[src/rtl/key_line_buffer.sv]
// Editable keyboard line buffer with a commit handshake to the calculator.
// It has two registered read ports, one for the calculator and one for the display.
module key_line_buffer #(
  parameter int          DEPTH         = 64,
  parameter int          AW            = 6,
  parameter int          CW            = 8,
  parameter logic [CW-1:0] CR_CODE     = 8'h0D,
  parameter logic [CW-1:0] BS_CODE     = 8'h08,
  parameter logic [CW-1:0] ESC_CODE    = 8'h1B,
  parameter bit          CLEAR_ON_DONE = 1'b1
) (
  input  logic          clk_50m,
  input  logic          rst,
  input  logic [CW-1:0] ascii_in,
  input  logic          data_ready,
  input  logic [AW-1:0] rd_addr,
  output logic [CW-1:0] rd_data,
  input  logic [AW-1:0] disp_addr,
  output logic [CW-1:0] disp_data,
  output logic [AW:0]   line_len,
  output logic          calc_start,
  input  logic          calc_done,
  output logic          busy,
  output logic          overflow,
  output logic          dropped
);

  typedef enum logic [1:0] {
    S_EDIT  = 2'd0,
    S_START = 2'd1,
    S_BUSY  = 2'd2
  } state_t;

  localparam logic [AW:0]   L_DEPTH = (AW+1)'(DEPTH);
  localparam logic [AW:0]   L_ONE   = (AW+1)'(1);
  localparam logic [CW-1:0] P_LO    = CW'(8'h20);
  localparam logic [CW-1:0] P_HI    = CW'(8'h7E);

  state_t        r_state;
  state_t        w_nstate;
  logic [CW-1:0] r_mem [DEPTH];
  logic [AW:0]   r_len;
  logic [AW:0]   w_len_nxt;
  logic          r_dr_q;
  logic          r_ovf;
  logic          w_ovf_nxt;
  logic          r_drop;
  logic          w_drop;
  logic          r_start;
  logic          r_busy;
  logic          w_wr;
  logic [CW-1:0] r_rd;
  logic [CW-1:0] r_disp;
  logic          w_acc;
  logic          w_print;
  logic          w_full;
  logic          w_empty;

  assign w_acc   = data_ready & ~r_dr_q;
  assign w_print = (ascii_in >= P_LO) && (ascii_in <= P_HI);
  assign w_full  = (r_len == L_DEPTH);
  assign w_empty = (r_len == '0);

  always_ff @(posedge clk_50m) begin
    if (rst) r_state <= S_EDIT;
    else     r_state <= w_nstate;
  end

  always_comb begin
    w_nstate  = r_state;
    w_wr      = 1'b0;
    w_len_nxt = r_len;
    w_ovf_nxt = r_ovf;
    w_drop    = 1'b0;
    case (r_state)
      S_EDIT: begin
        if (w_acc) begin
          if (w_print) begin
            if (!w_full) begin
              w_wr      = 1'b1;
              w_len_nxt = r_len + L_ONE;
            end else begin
              w_ovf_nxt = 1'b1;
              w_drop    = 1'b1;
            end
          end else if (ascii_in == BS_CODE) begin
            if (!w_empty) w_len_nxt = r_len - L_ONE;
          end else if (ascii_in == ESC_CODE) begin
            w_len_nxt = '0;
            w_ovf_nxt = 1'b0;
          end else if (ascii_in == CR_CODE) begin
            if (!w_empty) w_nstate = S_START;
          end
        end
      end
      S_START: begin
        w_nstate = S_BUSY;
        w_drop   = w_acc;
      end
      S_BUSY: begin
        w_drop = w_acc;
        if (calc_done) begin
          w_nstate = S_EDIT;
          if (CLEAR_ON_DONE) begin
            w_len_nxt = '0;
            w_ovf_nxt = 1'b0;
          end
        end
      end
      default: w_nstate = S_EDIT;
    endcase
  end

  always_ff @(posedge clk_50m) begin
    if (rst) begin
      r_dr_q  <= 1'b0;
      r_len   <= '0;
      r_ovf   <= 1'b0;
      r_drop  <= 1'b0;
      r_start <= 1'b0;
      r_busy  <= 1'b0;
    end else begin
      r_dr_q  <= data_ready;
      r_len   <= w_len_nxt;
      r_ovf   <= w_ovf_nxt;
      r_drop  <= w_drop;
      r_start <= (w_nstate == S_START);
      r_busy  <= (w_nstate != S_EDIT);
    end
  end

  // RAM is never cleared; the old line_len gates every read
  always_ff @(posedge clk_50m) begin
    if (w_wr) r_mem[r_len[AW-1:0]] <= ascii_in;
  end

  always_ff @(posedge clk_50m) begin
    if (rst) begin
      r_rd   <= '0;
      r_disp <= '0;
    end else begin
      r_rd   <= ({1'b0, rd_addr} < r_len) ? r_mem[rd_addr] : '0;
      r_disp <= ({1'b0, disp_addr} < r_len) ? r_mem[disp_addr] : '0;
    end
  end

  assign rd_data    = r_rd;
  assign disp_data  = r_disp;
  assign line_len   = r_len;
  assign calc_start = r_start;
  assign busy       = r_busy;
  assign overflow   = r_ovf;
  assign dropped    = r_drop;

endmodule

[config.mk]
export PLATFORM = sky130hd
export DESIGN_NAME = key_line_buffer
export DESIGN_NICKNAME = d
export VERILOG_FILES = /design/src/rtl/key_line_buffer.sv
export SDC_FILE = /design/constraint.sdc
export NUM_CORES = 1
export LEC_CHECK = 0
export BUFFER_PORTS_ARGS = -buffer_cell sky130_fd_sc_hd__buf_4
export CAP_MARGIN = 10
export CORE_MARGIN = 3
export CORE_UTILIZATION = 45
export DETAILED_ROUTE_END_ITERATION = 7
export PLACE_DENSITY = 0.62
export SYNTH_ARGS = -nofsm -noshare
export SYNTH_HDL_FRONTEND = slang
export SYNTH_SLANG_ARGS = --single-unit
[constraint.sdc]
create_clock -name clk_50m -period 2.59 [get_ports clk_50m]
set_input_delay 0.518 -clock clk_50m [delete_from_list [all_inputs] [get_ports clk_50m]]
set_output_delay 0.518 -clock clk_50m [all_outputs]
set_load 0.005 [all_outputs]
==> results of run 1 <==
[what timing repair did]
item | CTS | global route
resized for setup | 0 | 3
hold endpoints to repair | 0 | 0
endpoints found under the setup margin | 0 | 32
[area by class of cell]
type	instances	area, sq um
clock buffer	69	1520
clock inverter	39	352
inverter	10	37.5
timing repair buffer	318	2680
fill	4576	25700
tap	756	946
multi-input combinational	921	9370
antenna	1	2.50
sequential	542	16000
[state kept, by name (all words and copies together) (netlist names)]
name	count
line_len	7
busy	1
rd_data	8
r_state	2
r_mem	512
disp_data	8
calc_start	1
dropped	1
r_dr_q	1
overflow	1
[power breakdown]
| part | switching (mW) | internal [mW] |
|---|---|---|
| logic | 0.993 | 0.746 |
| registers | 0.0295 | 9.60 |
| clock network | 3.45 | 4.78 |
[worst max-delay path by stage]
stage / slack, ps / to / cells past startpoint / startpoint
CTS: 40 / disp_data[5] / 10 / line_len[3]
global route: 6 / disp_data[5] / 10 / line_len[3]
global placement: -150 / rd_data[1] / 9 / rd_addr[0]
detailed placement: -200 / rd_data[5] / 8 / rd_addr[4]
floorplan: 90 / r_mem[56][0] / 7 / line_len[0]
finish: 130 / disp_data[5] / 10 / line_len[3]
[synthesized netlist by cell type (9+ instances only)]
library cell	n
a211oi_1	20
a21oi_1	27
a22oi_1	93
a32o_1	9
buf_1	16
buf_2	37
clkbuf_1	59
dfxtp_1	30
edfxtp_1	512
ha_1	17
inv_1	9
mux2_2	30
mux2i_1	149
mux4_2	173
nand2_1	23
nand2b_1	10
nand3_1	10
nand4_1	16
nor2_1	102
nor2b_1	21
nor3_1	46
nor3b_1	17
o21ai_0	17
o22ai_1	32
[through the flow]
stage               setup TNS (ps)  util, %  setup slack [ps]  hold slack [ps]  power [mW]
floorplan                        0        -              94.2              552        10.7
global placement              -500     51.2              -155              564        11.5
detailed placement            -676     51.2              -204              571        11.5
CTS                              0     54.5              44.5              116        19.7
global route                     0     54.6              5.60              140        20.2
finish                           0     54.6               134              151        19.6
[per-layer routing]
metal	wire, um	track usage [%]
met2	34700	38.4
met3	7540	7.11
met4	2820	9.66
met1	33500	37.9
met5	0	0
[kinds of logic after synthesis]
family,share of synthesized area [%]
DFF,61.7
muxes,22.1
and+or+nand+nor,5.99
AOI/OAI and AO/OA,7.10
buffers and inverters,2.07
adders and majority gates,0.822
xor gates and xnor gates,0.135
[worst max-delay path, cell delays in order, from the launching register on]
cell and delay, ps:
dfxtp_1 340, buf_4 200, inv_1 160, ha_1 210, a211oi_1 240, nor3_1 80
a211oi_1 240, buf_4 200, nand4_1 110, o32ai_2 430, buf_4 190
==> results.py, run 1 <==
metrics = {
    "finish": {
        "stdcell_area_sq_um": 30900,
        "stdcell_count": 2656,
        "mostFrequentLayoutCell": "edfxtp_1",
        "nets": 1891,
        "drive_above_1_share_pct": 33.3,
        "area_growth_pct": 19.4,
        "layout_common_cells": "edfxtp_1, buf_4, mux4_2, mux2i_1, nor2_1",
    },
    "floorplanning": {
        "ioPinCount": 51,
        "core_sq_um": 56600,
        "die_x_um": 246,
        "start_util_pct": 45.7,
        "fp.dieH_um": 246,
        "row_count": 87,
        "die_area_sq_um": 60400,
    },
    "hold_path": {
        "hold_depth": 2,
        "min_path_type": "in -> reg",
        "hold_end": "r_dr_q",
        "hold_start": "data_ready",
    },
    "synth": {
        "avgSynthCellArea_sq_um": 16.3,
        "synth.largest_area_cell": "edfxtp_1",
        "synth_seq_cells": 542,
        "syn_area_sq_um": 25900,
        "synth_fp_nets": 1629,
        "synth_cells": 1588,
        "yosysUniqueCellTypes": 71,
        "synth_edf_count": 512,
        "synth_top_flop_cell": "edfxtp_1",
        "synthTopCellsByArea": "edfxtp_1, mux4_2, mux2i_1",
        "yosysWarnings": 0,
        "synth_top_cell_area_share_pct": 59.4,
        "async_reset_ff_share_pct": 0,
        "synth_seq_area_share_pct": 61.7,
    },
    "clock_network": {
        "clock_latency_ps": 620,
        "tritoncts": "built",
        "clk_pin_slew_ps": 60,
        "cts.sinks": 542,
        "clockRootBuffer": "clkbuf_16",
        "post_cts_buffers": 0,
        "cts_made_buffers": 57,
        "clockBufferDepth": 3,
        "cts_hold_buf": 0,
        "htreeDepth": 2,
    },
    "routing": {
        "route.detailed.drc": 0,
        "drtPass1Iterations": 6,
        "final_antenna_net_count": 0,
        "routed_via_density": 6.35,
        "drt_wl_total_mm": 78.7,
        "drt-initial-drc-count": 2134,
        "wl_per_cell_um": 29.6,
        "vias": 16860,
    },
    "setup_path": {
        "reg2reg_to": "disp_data[5]",
        "worstPathArrival_ps": 3020,
        "crit_fanout": 14,
        "cp-start-kind": "register",
        "required_ps": 3150,
        "crit_type": "reg -> reg",
        "r2r_slack_ps": 130,
        "r2r-start": "line_len[3]",
        "reg2regPathDepth": 10,
        "end_kind": "register",
    },
    "timing": {
        "worst_slew_pin_slew_ps": 800,
        "fin_crit_sh_pct": 94.8,
        "rsz0062_at_grt": "no",
        "finalCriticalPeriod_ps": 2460,
        "fmax_mhz": 407,
        "relSlewSlack_pct": 46.7,
        "skew_ps": 18.4,
        "report.final.slew_viol_count": 0,
        "finalSetupViolations": 0,
        "hold_violations": 0,
    },
    "power_and_ir_drop": {
        "power.density_nw_per_um2": 634,
        "ir_drop_v": 0.000525,
        "p_leak_nw": 10.6,
    },
    "outcome": {
        "status": "complete, no violations",
    },
    "global_route": {
        "grt_max_degree": 65,
        "grtUsageTotal_pct": 26.3,
        "grt_pass1_vias": 17153,
        "overflow": 0,
        "grt_pass1_wl_mm": 115,
        "antenna_found_initial": 4,
    },
    "run": {
        "drv_cap": 0,
    },
    "placement": {
        "io_buffer_count": 50,
        "hpwl_mm": 55.2,
        "dp.cells": 2547,
        "gp_congestion": 0.936,
        "place_area_sq_um": 29000,
    },
}
No activity file was read; power rests on OpenSTA's default activity.
==> inputs of run 2 (changes only) <==
--- a/config.mk
+++ b/config.mk
@@ -10,7 +10,7 @@
 export CORE_MARGIN = 3
 export CORE_UTILIZATION = 45
 export DETAILED_ROUTE_END_ITERATION = 7
-export PLACE_DENSITY = 0.62
+export PLACE_DENSITY = 0.59
 export SYNTH_ARGS = -nofsm -noshare
 export SYNTH_HDL_FRONTEND = slang
 export SYNTH_SLANG_ARGS = --single-unit
==> constraint.sdc (replaced) <==
create_clock -name clk_50m -period 2.4 [get_ports clk_50m]
set_input_delay 0.48 -clock clk_50m [delete_from_list [all_inputs] [get_ports clk_50m]]
set_output_delay 0.48 -clock clk_50m [all_outputs]
set_load 0.005 [all_outputs]
==> run 2 against run 1 <==
Routed wire length shrank 0.85%. Combinational power grew 10%. Register-to-register slack is essentially flat. Hold slack lost 54 ps.
==> results.py, run 2 (synthesis gave the netlist of run 1 again) <==
metrics = {
    "outcome": {
        "status": "complete, no violations",
    },
    "timing": {
        "finalCriticalPeriod_ps": 2390,
        "worst_slew_pin_slew_ps": 1070,
        "report.final.slew_viol_count": 0,
        "fmax_mhz": 418,
        "hold-worst-slack_ps": 97.4,
        "relSlewSlack_pct": 28.4,
        "hold_violations": 0,
        "skew_ps": 24.6,
        "rsz0062_at_grt": "no",
        "fin_crit_sh_pct": 99.6,
        "finalSetupViolations": 0,
    },
    "power_and_ir_drop": {
        "p_leak_nw": 10.9,
        "power.density_nw_per_um2": 687,
        "p_int_mw": 16.8,
        "sequentialPowerShare_pct": 48.0,
        "p_switching_mw": 4.80,
        "combPwrFrac_pct": 8.9,
        "power_mw": 21.6,
        "switching_share_pct": 22.2,
        "ir_drop_v": 0.000591,
        "clockPowerShare_pct": 43.1,
    },
    "routing": {
        "drtPass1Iterations": 5,
        "drt-initial-drc-count": 2082,
        "final_antenna_net_count": 0,
        "vias": 16987,
        "route.detailed.drc": 0,
        "routed_via_density": 6.28,
        "drt_wl_total_mm": 78.0,
        "wl_per_cell_um": 28.9,
    },
    "global_route": {
        "overflow": 0,
        "antenna_found_initial": 3,
        "grt_pass1_vias": 17137,
        "grt_pass1_wl_mm": 115,
        "grt_max_degree": 65,
        "grtUsageTotal_pct": 26.1,
    },
    "clock_network": {
        "clockRootBuffer": "clkbuf_16",
        "htreeDepth": 2,
        "clock_latency_ps": 620,
        "cts.sinks": 542,
        "clockBufferDepth": 3,
        "tritoncts": "built",
        "cts_made_buffers": 59,
        "clk_pin_slew_ps": 60,
    },
    "setup_path": {
        "worstPathArrival_ps": 2940,
        "r2r_slack_ps": 140,
        "slowest_delay_ps": 630,
        "critical_path.top_delay_family": "buffers and inverters",
        "required_ps": 2940,
        "end_kind": "register",
        "timing.critical_path.cells": "buf_4, buf_4, buf_4, nor3b_1, buf_4, a22oi_1, a21oi_1, buf_4, nor3_1, a32o_1",
        "cp-start-kind": "input port",
        "crit_type": "in -> reg",
        "critPathBufInv": 5,
        "crit_fanout": 10,
        "slowest_stage": "nor3_1",
        "reg2reg_to": "disp_data[0]",
        "path_common_cell": "buf_4",
        "r2r-start": "line_len[4]",
        "reg2regPathDepth": 10,
    },
    "placement": {
        "io_buffer_count": 50,
        "gp_congestion": 0.907,
        "hpwl_mm": 54.9,
    },
    "floorplanning": {
        "die_area_sq_um": 60400,
        "die_x_um": 246,
        "core_sq_um": 56600,
        "ioPinCount": 51,
        "row_count": 87,
        "start_util_pct": 45.7,
        "fp.dieH_um": 246,
    },
    "finish": {
        "layout_common_cells": "edfxtp_1, buf_4, mux4_2, mux2i_1, nor2_1",
        "nets": 1938,
        "largest_reg_flops": 512,
        "finalCoreUtilization_pct": 55.6,
        "drive_above_1_share_pct": 34.9,
        "mostFrequentLayoutCell": "edfxtp_1",
        "fillers": 4577,
        "area_growth_pct": 21.7,
    },
    "hold_path": {
        "hold_end": "r_dr_q",
        "hold_depth": 2,
        "hold_start": "data_ready",
        "min_path_type": "in -> reg",
    },
    "run": {
        "drv_cap": 0,
    },
}
-- run 2: per-stage QoR --
stage,TNS (ps),area (sq um),worst slack (ps),std cells
floorplan,-22940,25900,-95.8,1588
global placement,-4850,29500,-614,2592
detailed placement,-4770,29500,-651,2592
CTS,0,31500,10.0,2702
global route,0,31500,9.34,2703
finish,0,31500,8.57,2703
-- run 2: layout make-up --
cell class | count | area, sq um | share of cell area, %
Multi-Input combinational cell | 921 | 9380 | 29.8
Inverter | 10 | 37.5 | 0.119
Timing Repair Buffer | 363 | 3140 | 9.98
Clock inverter | 31 | 399 | 1.27
Sequential cell | 542 | 16000 | 50.8
Clock buffer | 79 | 1590 | 5.06
Antenna cell | 1 | 2.50 | 0.00795
Tap cell | 756 | 946 | 3.01
-- run 2: routing by layer --
metal	wire, um	track usage (%)	vias up
met2	35500	39.9	774
met1	33800	38.1	8885
li1	-	-	7217
met5	0	0	-
met4	2030	7.14	0
met3	6730	5.50	111
-- run 2: worst max path at each step --
stage,startpoint,to,slack [ps],depth (start not counted)
after floorplan,line_len[0],r_mem[56][0],-100,7
after global placement,disp_addr[0],disp_data[3],-610,7
after detailed placement,disp_addr[0],disp_data[3],-650,7
after CTS,disp_addr[0],disp_data[3],10,7
after global routing,disp_addr[0],disp_data[4],9,10
final,disp_addr[0],disp_data[4],9,10
-- run 2: power by group through the flow --
stage / clock network [mW] / registers [mW] / logic, mW
after floorplan: 0 / 10.6 / 0.941
after global routing: 9.90 / 10.4 / 2.02
after CTS: 9.48 / 10.4 / 1.91
final: 9.32 / 10.4 / 1.92
after detailed placement: 0 / 10.6 / 1.91
after global placement: 0 / 10.6 / 1.89
-- run 2: what timing repair did --
| action | 4_1_cts | 5_1_grt |
|---|---|---|
| hold buffers | 0 | 0 |
| gates resized for setup | 1 | 6 |
| setup endpoints to repair | 3 | 7 |
| setup buffers | 0 | 0 |
==> inputs of run 3 (changes only) <==
--- a/config.mk
+++ b/config.mk
@@ -8,9 +8,9 @@
 export BUFFER_PORTS_ARGS = -buffer_cell sky130_fd_sc_hd__buf_4
 export CAP_MARGIN = 10
 export CORE_MARGIN = 3
-export CORE_UTILIZATION = 45
+export CORE_UTILIZATION = 50
 export DETAILED_ROUTE_END_ITERATION = 7
-export PLACE_DENSITY = 0.59
+export PLACE_DENSITY = 0.65
 export SYNTH_ARGS = -nofsm -noshare
 export SYNTH_HDL_FRONTEND = slang
 export SYNTH_SLANG_ARGS = --single-unit
==> run 3 against run 2 <==
Clock power rose by 2.1%. First-iteration DRC count rose by 12%. Setup slack improved by 100 ps. Sequential share of layout area rose by 0.31 points. Global-route usage rose by 3.7 points. Utilization rose by 6.1 points. Clock skew fell by 5.9 ps. Sequential cell count did not move. Die area fell by 9.8%. Critical path type is now reg -> reg. Critical endpoint is now line_len[2]. Largest cell class unchanged.
==> results.py, run 3 (synthesis gave the netlist of run 1 again) <==
metrics = {
    "outcome": {
        "status": "complete, no violations",
    },
    "timing": {
        "worst_slew_pin_slew_ps": 999,
        "rsz0062_at_grt": "no",
        "setup_slack_ps": 113,
        "report.final.slew_viol_count": 0,
        "relSlewSlack_pct": 33.3,
        "finalSetupViolations": 0,
        "fmax_mhz": 437,
        "hold_violations": 0,
        "tns_ps": 0,
        "fin_crit_sh_pct": 95.3,
        "finalCriticalPeriod_ps": 2290,
        "skew_ps": 18.8,
        "hold-worst-slack_ps": 84.9,
    },
    "floorplanning": {
        "die_area_sq_um": 54500,
        "ioPinCount": 51,
        "die_x_um": 233,
        "start_util_pct": 51.0,
        "row_count": 82,
        "core_sq_um": 50700,
        "fp.dieH_um": 233,
    },
    "placement": {
        "io_buffer_count": 50,
        "gp_congestion": 0.962,
        "hpwl_mm": 56.9,
        "place_ws_ps": -321,
    },
    "routing": {
        "wl_per_cell_um": 30.8,
        "routed_via_density": 6.69,
        "drt-initial-drc-count": 2334,
        "final_antenna_net_count": 0,
        "drt_wl_total_mm": 80.4,
        "route.detailed.drc": 0,
        "drtPass1Iterations": 5,
        "vias": 17480,
    },
    "power_and_ir_drop": {
        "power.density_nw_per_um2": 698,
        "p_leak_nw": 10.9,
        "ir_drop_v": 0.000564,
        "power_mw": 21.8,
    },
    "hold_path": {
        "min_path_type": "in -> reg",
    },
    "finish": {
        "mostFrequentLayoutCell": "edfxtp_1",
        "area_growth_pct": 20.9,
        "nets": 1934,
        "n_antenna_cell": 0,
        "drive_above_1_share_pct": 34.8,
        "largest_reg_flops": 512,
        "layout_common_cells": "edfxtp_1, buf_4, mux4_2, mux2i_1, nor2_1",
    },
    "setup_path": {
        "slowest_delay_ps": 380,
        "critPathBufInv": 1,
        "required_ps": 2900,
        "end_kind": "register",
        "crit_fanout": 8,
        "slowest_stage": "o31ai_1",
        "crit_type": "reg -> reg",
        "timing.critical_path.cells": "inv_1, ha_1, and2b_1, a211oi_1, o31ai_2, or2_2, o31ai_1",
        "worstPathArrival_ps": 2780,
        "critical_path.top_delay_family": "compound AO/OA/AOI/OAI gates",
        "cp-start-kind": "register",
    },
    "global_route": {
        "grtUsageTotal_pct": 29.8,
        "antenna_found_initial": 0,
        "grt_pass1_wl_mm": 117,
        "grt_max_degree": 65,
        "grt_pass1_vias": 17434,
        "overflow": 0,
    },
    "clock_network": {
        "htreeDepth": 2,
        "clock_latency_ps": 630,
        "cts_made_buffers": 57,
        "cts.sinks": 542,
        "clockRootBuffer": "clkbuf_16",
        "tritoncts": "built",
        "clockBufferDepth": 3,
        "clk_pin_slew_ps": 60,
        "cts_hold_buf": 0,
    },
    "run": {
        "drv_cap": 0,
    },
}
## run 3: cell count changes in the layout (fill, tap and decap cells not counted), sizes merged
cell	delta
buf	-2
diode	-1
bufinv	+2
clkinv	+3
clkbuf	-7
## run 3: layout make-up
type	count	area (sq um)
tap	672	841
inverter	10	37.5
timing repair buffer	361	3040
clock inverter	36	462
fill	3765	19400
clock buffer	72	1560
multi-input combinational	921	9370
sequential	542	16000
## run 3: worst register-to-register path, cell delays in order, from the launching register on
cell	delay [ps]
dfxtp_1	370
inv_1	80
ha_1	200
and2b_1	180
a211oi_1	370
o31ai_2	240
or2_2	350
o31ai_1	380
## run 3: repair_timing
item	CTS	global route
resized for setup	0	1
setup buffers	0	0
setup endpoints to repair	0	7
## run 3: layer usage
metal  track usage [%]  wire (um)  part of all wire [%]
met4              11.4       3440                   4.3
met3              6.88       8360                    10
met2              45.7      36900                    46
met1              41.8      31700                    39
met5                 0          0                     0
## run 3: path summary, 6_finish.rpt
path / from / end / slack (ps) / depth (start not counted)
worst min register to register: r_state[0] / r_state[0] / 620 / 2
worst min-delay path: data_ready / r_dr_q / 80 / 2
worst max register to register: r_state[0] / line_len[2] / 110 / 7
worst max-delay path: r_state[0] / line_len[2] / 110 / 7
## run 3: through the flow
step | utilization, % | instance area (sq um) | cells
global route | 61.7 | 31300 | 2614
finish | 61.7 | 31300 | 2614
CTS | 61.7 | 31300 | 2614
detailed placement | 57.7 | 29300 | 2506
floorplan | - | 25900 | 1588
global placement | 57.7 | 29300 | 2506
## run 3: power by group
part           switching, mW  internal (mW)
Clock                   3.77           5.76
Combinational           1.08          0.839
Sequential            0.0304           10.4
Total                   4.88           17.0
